<file path="config.mk">
export PLATFORM = sky130hd
export DESIGN_NAME = conv_pass_scheduler
export DESIGN_NICKNAME = d
export VERILOG_FILES = /design/src/rtl/conv_pass_scheduler.sv
export SDC_FILE = /design/constraint.sdc
export NUM_CORES = 1
export LEC_CHECK = 0
export CAP_MARGIN = 20
export CORE_MARGIN = 4
export CORE_UTILIZATION = 62
export DETAILED_ROUTE_END_ITERATION = 10
export GPL_ROUTABILITY_DRIVEN = 1
export PLACE_DENSITY = 0.92
export SLEW_MARGIN = 20
export SYNTH_ARGS = -nofsm -noshare
export SYNTH_HDL_FRONTEND = slang
export SYNTH_SLANG_ARGS = --single-unit
</file>
<file path="constraint.sdc">
create_clock -name clk_i -period 7.1 [get_ports clk_i]
set_input_delay 0.71 -clock clk_i [delete_from_list [all_inputs] [get_ports clk_i]]
set_output_delay 0.71 -clock clk_i [all_outputs]
set_load 0.03 [all_outputs]
</file>
<file path="src/rtl/conv_pass_scheduler.sv">
// Layer pass sequencer: walks output tiles x input channels, drives the window-fill
// controller for each pass, then hands off to the systolic array for compute and drain.
module conv_pass_scheduler #(
    parameter int array_size    = 9,
    parameter int dim_data_size = 16,
    parameter int addr_width    = 14
) (
    input  logic                     clk_i,
    input  logic                     rst_n_i,
    input  logic                     start_i,
    input  logic [addr_width-1:0]    base_address_i,
    input  logic [addr_width-1:0]    channel_stride_i,
    input  logic [dim_data_size-1:0] num_channels_i,
    input  logic [dim_data_size-1:0] weight_size_i,
    input  logic [dim_data_size-1:0] image_height_i,
    input  logic [dim_data_size-1:0] image_width_i,
    input  logic                     fill_completed_i,
    input  logic                     compute_done_i,
    input  logic                     drain_done_i,
    output logic [addr_width-1:0]    fill_initial_address_o,
    output logic [dim_data_size-1:0] fill_offset_o,
    output logic [array_size-1:0]    fill_lane_mask_o,
    output logic                     fill_enable_o,
    output logic                     compute_start_o,
    output logic                     clear_acc_o,
    output logic                     drain_start_o,
    output logic                     busy_o,
    output logic                     done_o,
    output logic                     error_o
);
    // state     | meaning
    // S_IDLE    | waiting for start
    // S_SETUP   | derive output dims and tile count, validate config
    // S_FILL    | fill controller loading windows for (tile, channel)
    // S_COMPUTE | array running the pass
    // S_NEXT    | advance channel or go drain
    // S_DRAIN   | accumulators being written out, then next tile
    // S_DONE    | one-cycle layer-complete flag
    // S_ERR     | bad config, one cycle then idle
    typedef enum logic [2:0] {
        S_IDLE, S_SETUP, S_FILL, S_COMPUTE, S_NEXT, S_DRAIN, S_DONE, S_ERR
    } state_t;

    localparam int TW = 2 * dim_data_size;
    localparam logic [dim_data_size-1:0] DIM_ONE  = dim_data_size'(1);
    localparam logic [TW-1:0]            POS_STEP = TW'(array_size);

    state_t                   state_q, state_d;
    logic [TW-1:0]            total_q, total_d;
    logic [TW-1:0]            pos_q, pos_d, pos_inc;
    logic [dim_data_size-1:0] chan_q, chan_d;
    logic [addr_width-1:0]    addr_q, addr_d;
    logic                     cstart_q, cstart_d;
    logic                     clr_q, clr_d;
    logic                     dstart_q, dstart_d;
    logic                     err_q, err_d;
    logic [addr_width-1:0]    fill_addr_q;
    logic [dim_data_size-1:0] fill_off_q;
    logic [array_size-1:0]    fill_mask_q, mask_next;
    logic [dim_data_size-1:0] out_h, out_w;
    logic [TW-1:0]            remaining;
    logic                     cfg_bad, load_fill;

    assign out_h   = image_height_i - weight_size_i + DIM_ONE;
    assign out_w   = image_width_i - weight_size_i + DIM_ONE;
    assign cfg_bad = (weight_size_i == '0) || (weight_size_i > image_height_i) ||
                     (weight_size_i > image_width_i) || (num_channels_i == '0);
    assign pos_inc = pos_q + POS_STEP;

    always_comb begin
        state_d  = state_q;
        total_d  = total_q;
        pos_d    = pos_q;
        chan_d   = chan_q;
        addr_d   = addr_q;
        cstart_d = 1'b0;
        clr_d    = 1'b0;
        dstart_d = 1'b0;
        err_d    = err_q;
        unique case (state_q)
            S_IDLE: begin
                if (start_i) begin
                    state_d = S_SETUP;
                    err_d   = 1'b0;
                end
            end
            S_SETUP: begin
                total_d = TW'(out_h) * TW'(out_w);
                pos_d   = '0;
                chan_d  = '0;
                addr_d  = base_address_i;
                if (cfg_bad) begin
                    state_d = S_ERR;
                    err_d   = 1'b1;
                end else begin
                    state_d = S_FILL;
                end
            end
            S_FILL: begin
                if (fill_completed_i) begin
                    state_d  = S_COMPUTE;
                    cstart_d = 1'b1;
                    clr_d    = (chan_q == '0);
                end
            end
            S_COMPUTE: begin
                // a done coinciding with our own start pulse belongs to no pass
                if (compute_done_i && !cstart_q) state_d = S_NEXT;
            end
            S_NEXT: begin
                if ((chan_q + DIM_ONE) < num_channels_i) begin
                    chan_d  = chan_q + DIM_ONE;
                    addr_d  = addr_q + channel_stride_i;
                    state_d = S_FILL;
                end else begin
                    state_d  = S_DRAIN;
                    dstart_d = 1'b1;
                end
            end
            S_DRAIN: begin
                if (drain_done_i) begin
                    pos_d   = pos_inc;
                    chan_d  = '0;
                    addr_d  = base_address_i;
                    state_d = (pos_inc < total_q) ? S_FILL : S_DONE;
                end
            end
            S_DONE:  state_d = S_IDLE;
            S_ERR:   state_d = S_IDLE;
            default: state_d = S_IDLE;
        endcase
    end

    // Lane i is live while the tile still has more than i windows left.
    always_comb begin
        remaining = total_d - pos_d;
        mask_next = '0;
        for (int i = 0; i < array_size; i++) begin
            mask_next[i] = (remaining > TW'(i));
        end
    end

    assign load_fill = (state_d == S_FILL) && (state_q != S_FILL);

    always_ff @(posedge clk_i or negedge rst_n_i) begin
        if (!rst_n_i) begin
            state_q     <= S_IDLE;
            total_q     <= '0;
            pos_q       <= '0;
            chan_q      <= '0;
            addr_q      <= '0;
            cstart_q    <= 1'b0;
            clr_q       <= 1'b0;
            dstart_q    <= 1'b0;
            err_q       <= 1'b0;
            fill_addr_q <= '0;
            fill_off_q  <= '0;
            fill_mask_q <= '0;
        end else begin
            state_q  <= state_d;
            total_q  <= total_d;
            pos_q    <= pos_d;
            chan_q   <= chan_d;
            addr_q   <= addr_d;
            cstart_q <= cstart_d;
            clr_q    <= clr_d;
            dstart_q <= dstart_d;
            err_q    <= err_d;
            if (load_fill) begin
                fill_addr_q <= addr_d;
                fill_off_q  <= pos_d[dim_data_size-1:0];
                fill_mask_q <= mask_next;
            end
        end
    end

    assign fill_initial_address_o = fill_addr_q;
    assign fill_offset_o          = fill_off_q;
    assign fill_lane_mask_o       = fill_mask_q;
    assign fill_enable_o          = (state_q == S_FILL);
    assign compute_start_o        = cstart_q;
    assign clear_acc_o            = clr_q;
    assign drain_start_o          = dstart_q;
    assign busy_o                 = (state_q != S_IDLE);
    assign done_o                 = (state_q == S_DONE);
    assign error_o                = err_q;
endmodule

</file>
==> summary.txt, run 1 <==
==============================================================================
Flip-flop and latch count after synthesis                                  140
Wire length of the first global-routing pass                        195,000 µm
Standard-cell row count                                                     67
Number of sinks driven by the clock tree                                   140
Avg Inst Size Synth                                                   8.41 µm²
Mapped Cells                                                             2,490
DPL Wire Length                                                      59,700 µm
Synth async-reset ratio                                                   100%
Total clock buffers created by CTS                                          17
Boundary pin count                                                         144
Width of the chip                                                       192 µm
Cell types with the largest area share after synthesis            sky130_fd_sc_hd__fa_1 (19%), sky130_fd_sc_hd__ha_1 (17%), sky130_fd_sc_hd__dfrtp_1 (17%)
Step where the flow halted                                        global routing
Final GP Congestion                                                       1.04
Count of port buffers added during placement                               143
Post-synth top area cell                                          sky130_fd_sc_hd__fa_1
Pin count of the biggest net entering global routing                        77
Number of different library cells in the post-synthesis netlist             75
Vias in the first global route                                          30,726
Top_reg_cell synth                                                sky130_fd_sc_hd__dfrtp_1
Grt total ovfl                                                              37
Number of warning messages in the yosys log                                  0
Root Driver                                                       sky130_fd_sc_hd__clkbuf_16
Number of buffers on the longest clock path                                  2
Effective utilization at floorplan                                       62.6%
Error                                                             [ERROR GRT-0116] Global routing finished with congestion. Check the congestion regions in the DRC Viewer.
Sequential area share after synthesis                                    16.7%
Number of cells after detailed placement                                 3,409
Run status                                                        aborted with a tool error
Post-synthesis instance area                                        20,900 µm²
Number of hold-repair buffers added at the cts stage                         0
Mapped Nets                                                              3,073
Die height                                                              192 µm
Setup WS pre-CTS                                                      -5.42 ns
Yosys top cell area share                                                19.1%
EDFF count, synth                                                            0
H-tree depth reported by CTS                                                 4
Global router's overall resource usage                                   71.6%
==============================================================================
cells by family after synthesis:
logic type	count (synthesis)	share of synthesized area [%]
AND/OR/NAND/NOR	711	15.5
AO/OA/AOI/OAI	525	16.2
adder cells (fa/ha/maj)	485	36.1
buffers and inverters	472	8.52
flip-flops	140	16.7
XOR/XNOR	134	5.60
multiplexers	23	1.21
through the flow:
step,cell area (µm²),hold slack [ns],util [%]
2_1_floorplan,21300,0.414,-
3_3_place_gp,26000,0.489,77.7
3_5_place_dp,26000,0.500,77.7
4_1_cts,28000,0.271,83.9
metal layers:
layer / global-route usage, % / GRT overflow
met1: 70.3 / 0
met2: 86.1 / 15
met3: 58.5 / 1
met4: 72.0 / 21
met5: 37.4 / 0
cells in the mapped netlist (4+ instances only):
library cell and n:
sky130_fd_sc_hd__and3_1 25, sky130_fd_sc_hd__a22o_1 4, sky130_fd_sc_hd__o21bai_1 10, sky130_fd_sc_hd__nand2_1 229, sky130_fd_sc_hd__inv_1 398, sky130_fd_sc_hd__and2_1 21, sky130_fd_sc_hd__fa_1 200, sky130_fd_sc_hd__a211o_1 4
sky130_fd_sc_hd__a21o_1 40, sky130_fd_sc_hd__nor4_1 15, sky130_fd_sc_hd__a211oi_1 19, sky130_fd_sc_hd__o211ai_1 11, sky130_fd_sc_hd__nand4_1 25, sky130_fd_sc_hd__o31a_1 18, sky130_fd_sc_hd__nor3_1 29, sky130_fd_sc_hd__mux2i_1 5
sky130_fd_sc_hd__mux2_2 18, sky130_fd_sc_hd__nor2b_1 18, sky130_fd_sc_hd__nand2b_1 44, sky130_fd_sc_hd__o41ai_1 5, sky130_fd_sc_hd__o22ai_1 6, sky130_fd_sc_hd__o31ai_1 19, sky130_fd_sc_hd__ha_1 285, sky130_fd_sc_hd__o21a_1 16
sky130_fd_sc_hd__or4_1 5, sky130_fd_sc_hd__a22oi_1 9, sky130_fd_sc_hd__or2_2 19, sky130_fd_sc_hd__a31oi_1 20, sky130_fd_sc_hd__a2111oi_0 6, sky130_fd_sc_hd__clkbuf_1 65, sky130_fd_sc_hd__a21oi_1 121, sky130_fd_sc_hd__a221o_1 8
sky130_fd_sc_hd__o21ai_0 160, sky130_fd_sc_hd__a311oi_1 4, sky130_fd_sc_hd__xor2_1 54, sky130_fd_sc_hd__dfrtp_1 140, sky130_fd_sc_hd__buf_2 4, sky130_fd_sc_hd__or3_1 8, sky130_fd_sc_hd__nor2_1 223, sky130_fd_sc_hd__xnor2_1 80
sky130_fd_sc_hd__a21boi_0 5, sky130_fd_sc_hd__nand3_1 41
repair_timing:
| action | 4_1_cts |
|---|---|
| resized for setup | 253 |
| pin swaps | 132 |
| buffers inserted | 67 |
| setup endpoints to repair | 33 |
| cloned | 1 |
==> inputs of run 2 (changes only) <==
--- a/config.mk
+++ b/config.mk
@@ -7,10 +7,10 @@
 export LEC_CHECK = 0
 export CAP_MARGIN = 20
 export CORE_MARGIN = 4
-export CORE_UTILIZATION = 62
+export CORE_UTILIZATION = 40
 export DETAILED_ROUTE_END_ITERATION = 10
 export GPL_ROUTABILITY_DRIVEN = 1
-export PLACE_DENSITY = 0.92
+export PLACE_DENSITY_LB_ADDON = 0.15
 export SLEW_MARGIN = 20
 export SYNTH_ARGS = -nofsm -noshare
 export SYNTH_HDL_FRONTEND = slang
==> summary.txt, run 2 <==
=====================================================================================
Run status                                                               finished, violations left
Violations in the final reports                                          setup timing
Total number of nets in the final design                                        3,647
Max-Slew Margin vs Limit                                                        36.7%
Clock transition at the registers of the reported paths                       0.07 ns
Post-route cell area                                                       28,600 µm²
CTS tree                                                                          yes
Biggest fanout along the worst timing path                                          5
Die area                                                                   56,100 µm²
Total clock buffers created by CTS                                                 17   unchanged
Yosys top cell area share                                                       19.1%   unchanged
Root Driver                                                              sky130_fd_sc_hd__clkbuf_16
Number of diodes added for antenna fixing                                           0
Vias in the first global route                                                 20,237
Flip-flop and latch count after synthesis                                         140   unchanged
Iteration-0 DRC Markers                                                           958
Critical-path cell with the highest stage delay                          sky130_fd_sc_hd__fa_1
Max cap viols                                                                       0
Mapped Cells                                                                    2,490   unchanged
Sequential area share after synthesis                                           16.7%   unchanged
Transition time at the pin with the least slew margin                        0.947 ns
First-pass DRT Iterations                                                           7
Crit-path most repeated cell                                             sky130_fd_sc_hd__buf_4
Highest clock rate                                                           92.1 MHz
Layer with the highest usage after global routing                                met2
Standard-cell row count                                                            83   +24%
DPL Wire Length                                                             54,100 µm   -9.3%
Longest individual stage delay on the worst path                              0.54 ns
Remaining antenna violation count                                                   0
Number of hold violations in the final report                                       0
Routed length per instance                                                    17.3 µm
Core utilization of the finished layout                                         55.5%
Cell types with the largest area share after synthesis                   sky130_fd_sc_hd__fa_1 (19%), sky130_fd_sc_hd__ha_1 (17%), sky130_fd_sc_hd__dfrtp_1 (17%)
Number of hold-repair buffers added at the cts stage                                0   unchanged
Antenna violations before repair                                                    0
Width of the chip                                                              237 µm   +23%
Data required time of the critical path                                       7.47 ns
Post-synthesis instance area                                               20,900 µm²   unchanged
Registers with the most flip-flops                                       pos_q: 32 flops, total_q: 32 flops
Number of sinks driven by the clock tree                                          140   unchanged
Grt total ovfl                                                                      0
Mapped Nets                                                                     3,073   unchanged
Wire length of the first global-routing pass                               105,000 µm
Instance area at placement                                                 26,500 µm²   +2.1%
Clock insertion delay at the later pin of the skew report                     0.46 ns
Die height                                                                     237 µm   +23%
Final GP Congestion                                                             0.924   -11%
Number of different library cells in the post-synthesis netlist                    75   unchanged
Final setup fails                                                                  31
Effective utilization at floorplan                                              40.6%   -22 points
Number of buffers on the longest clock path                                         2   unchanged
Sort of element at the start of the critical path                        primary input
Met1 usage in global routing                                                    32.0%
Pin count of the biggest net entering global routing                               72
Boundary pin count                                                                144   unchanged
Number of warning messages in the yosys log                                         0   unchanged
EDFF count, synth                                                                   0   unchanged
Share of the cycle needed by the critical path after routing                     153%
Worst EP arrival                                                             11.23 ns
Top_reg_cell synth                                                       sky130_fd_sc_hd__dfrtp_1
Worst Slack Setup Final                                                      -3.76 ns
Worst Setup End Kind                                                        flip-flop
Most frequent standard cell in the layout excluding fill and tap cells   sky130_fd_sc_hd__buf_4
Global router's overall resource usage                                          23.0%
Number of vias per cell after detailed routing                                   5.17
Worst-case reg-to-reg path depth                                                   22
Max-slew violation count                                                            0
Avg Inst Size Synth                                                          8.41 µm²   unchanged
Most frequent cells in the layout                                        sky130_fd_sc_hd__buf_4 (448), sky130_fd_sc_hd__inv_1 (373), sky130_fd_sc_hd__ha_1 (247)
Top post-synthesis cells by count                                        sky130_fd_sc_hd__inv_1 (398), sky130_fd_sc_hd__ha_1 (285), sky130_fd_sc_hd__nand2_1 (229), sky130_fd_sc_hd__nor2_1 (223), sky130_fd_sc_hd__fa_1 (200)
Relative area change from synthesis to final layout                             36.7%
Overall routed net length                                                   65,000 µm
Period minus WS final                                                        10.86 ns
Final clock skew                                                            0.0326 ns
Count of port buffers added during placement                                      143   unchanged
Post-synth top area cell                                                 sky130_fd_sc_hd__fa_1
# DRC                                                                               0
GR met2 Demand/Resource                                                         38.9%
Fill cell total of the finished layout                                          4,666
Worst min path class                                                     primary input to async pin
H-tree depth reported by CTS                                                        4   unchanged
Library cell with the highest instance count after synthesis             sky130_fd_sc_hd__inv_1
Met3 routing resource usage after global routing                                2.54%
Share of cells above drive strength 1                                           24.3%
Path type of the worst setup path                                        primary input to flip-flop
Core outline area                                                          51,600 µm²
Setup repair after global routing missed its margin                              true
Synth async-reset ratio                                                          100%   unchanged
DR vias                                                                        19,429
Setup WS pre-CTS                                                             -5.12 ns   +0.304 ns
=====================================================================================
==> run 2: cell counts after synthesis <==
Identical to the previous run, type by type.
==> run 2: kinds of logic (layout without fill, tap and decap cells) <==
logic type / count (synthesis) / after routing / share of synthesized area [%]
flops: 140 / 140 / 16.7
compound gates: 525 / 525 / 16.2
fa+ha+maj: 485 / 485 / 36.1
xor+xnor: 134 / 134 / 5.60
buf+inv: 472 / 1059 / 8.52
mux: 23 / 23 / 1.21
simple gates: 711 / 711 / 15.5
==> run 2: repair_timing <==
| item | 4_1_cts | 5_1_grt |
|---|---|---|
| pin swaps | 144 | 101 |
| resized for setup | 173 | 78 |
| endpoints found under the setup margin | 32 | 31 |
| gates cloned | 1 | 0 |
| setup buffers | 42 | 29 |
==> run 2: path summary, 6_finish.rpt <==
path / from / endpoint / slack (ns)
worst min register to register: fill_initial_address_o[7]$_DFFE_PN0P_ / fill_initial_address_o[7]$_DFFE_PN0P_ / 0.51
worst max register to register: pos_q[0]$_DFF_PN0_ / fill_lane_mask_o[4]$_DFFE_PN0P_ / 1.31
worst min-delay path: rst_n_i / fill_lane_mask_o[0]$_DFFE_PN0P_ / 0.26
max in group asynchronous: rst_n_i / total_q[25]$_DFF_PN0_ / 5.44
worst max-delay path: weight_size_i[2] / fill_lane_mask_o[4]$_DFFE_PN0P_ / -3.76
min in group clk_i: fill_initial_address_o[7]$_DFFE_PN0P_ / fill_initial_address_o[7]$_DFFE_PN0P_ / 0.51
==> run 2: final cells by class <==
type,instances,area [µm²],share of cell area [%]
clock buffers,18,439,1.53
multi-input cells,1878,16900,58.9
well taps,680,851,2.97
flip-flops and latches,140,3500,12.2
repair buffers,628,5290,18.5
inverters,399,1510,5.28
clock inverters,14,171,0.599
==> run 2: layer usage <==
layer / vias to the layer above / share of wire (%)
li1: 9469 / -
met1: 9557 / 45
met2: 348 / 49
met3: 55 / 3.9
met4: 0 / 1.7
met5: - / 0
==> run 2: through the flow <==
step / setup TNS [ns] / std cells / hold slack (ns)
final: -52.05 / 3757 / 0.259
after global routing: -61.29 / 3757 / 0.312
after CTS: -55.15 / 3734 / 0.273
after detailed placement: -92.13 / 3664 / 0.496
after global placement: -90.07 / 3664 / 0.490
after floorplan: -50.02 / 2490 / 0.414
==> run 2: worst max-delay path: cells and delay by family <==
family          cells  cell delay, ns
fa+ha+maj          10            4.05
compound gates     18            3.31
buf+inv            15            1.86
simple gates        5            0.54
mux                 2            0.54
xor+xnor            1            0.21
Power of run 2 is left out: the tool's default activity adds up to more than one toggle a clock period on the data nets, which glitch-free logic cannot reach.
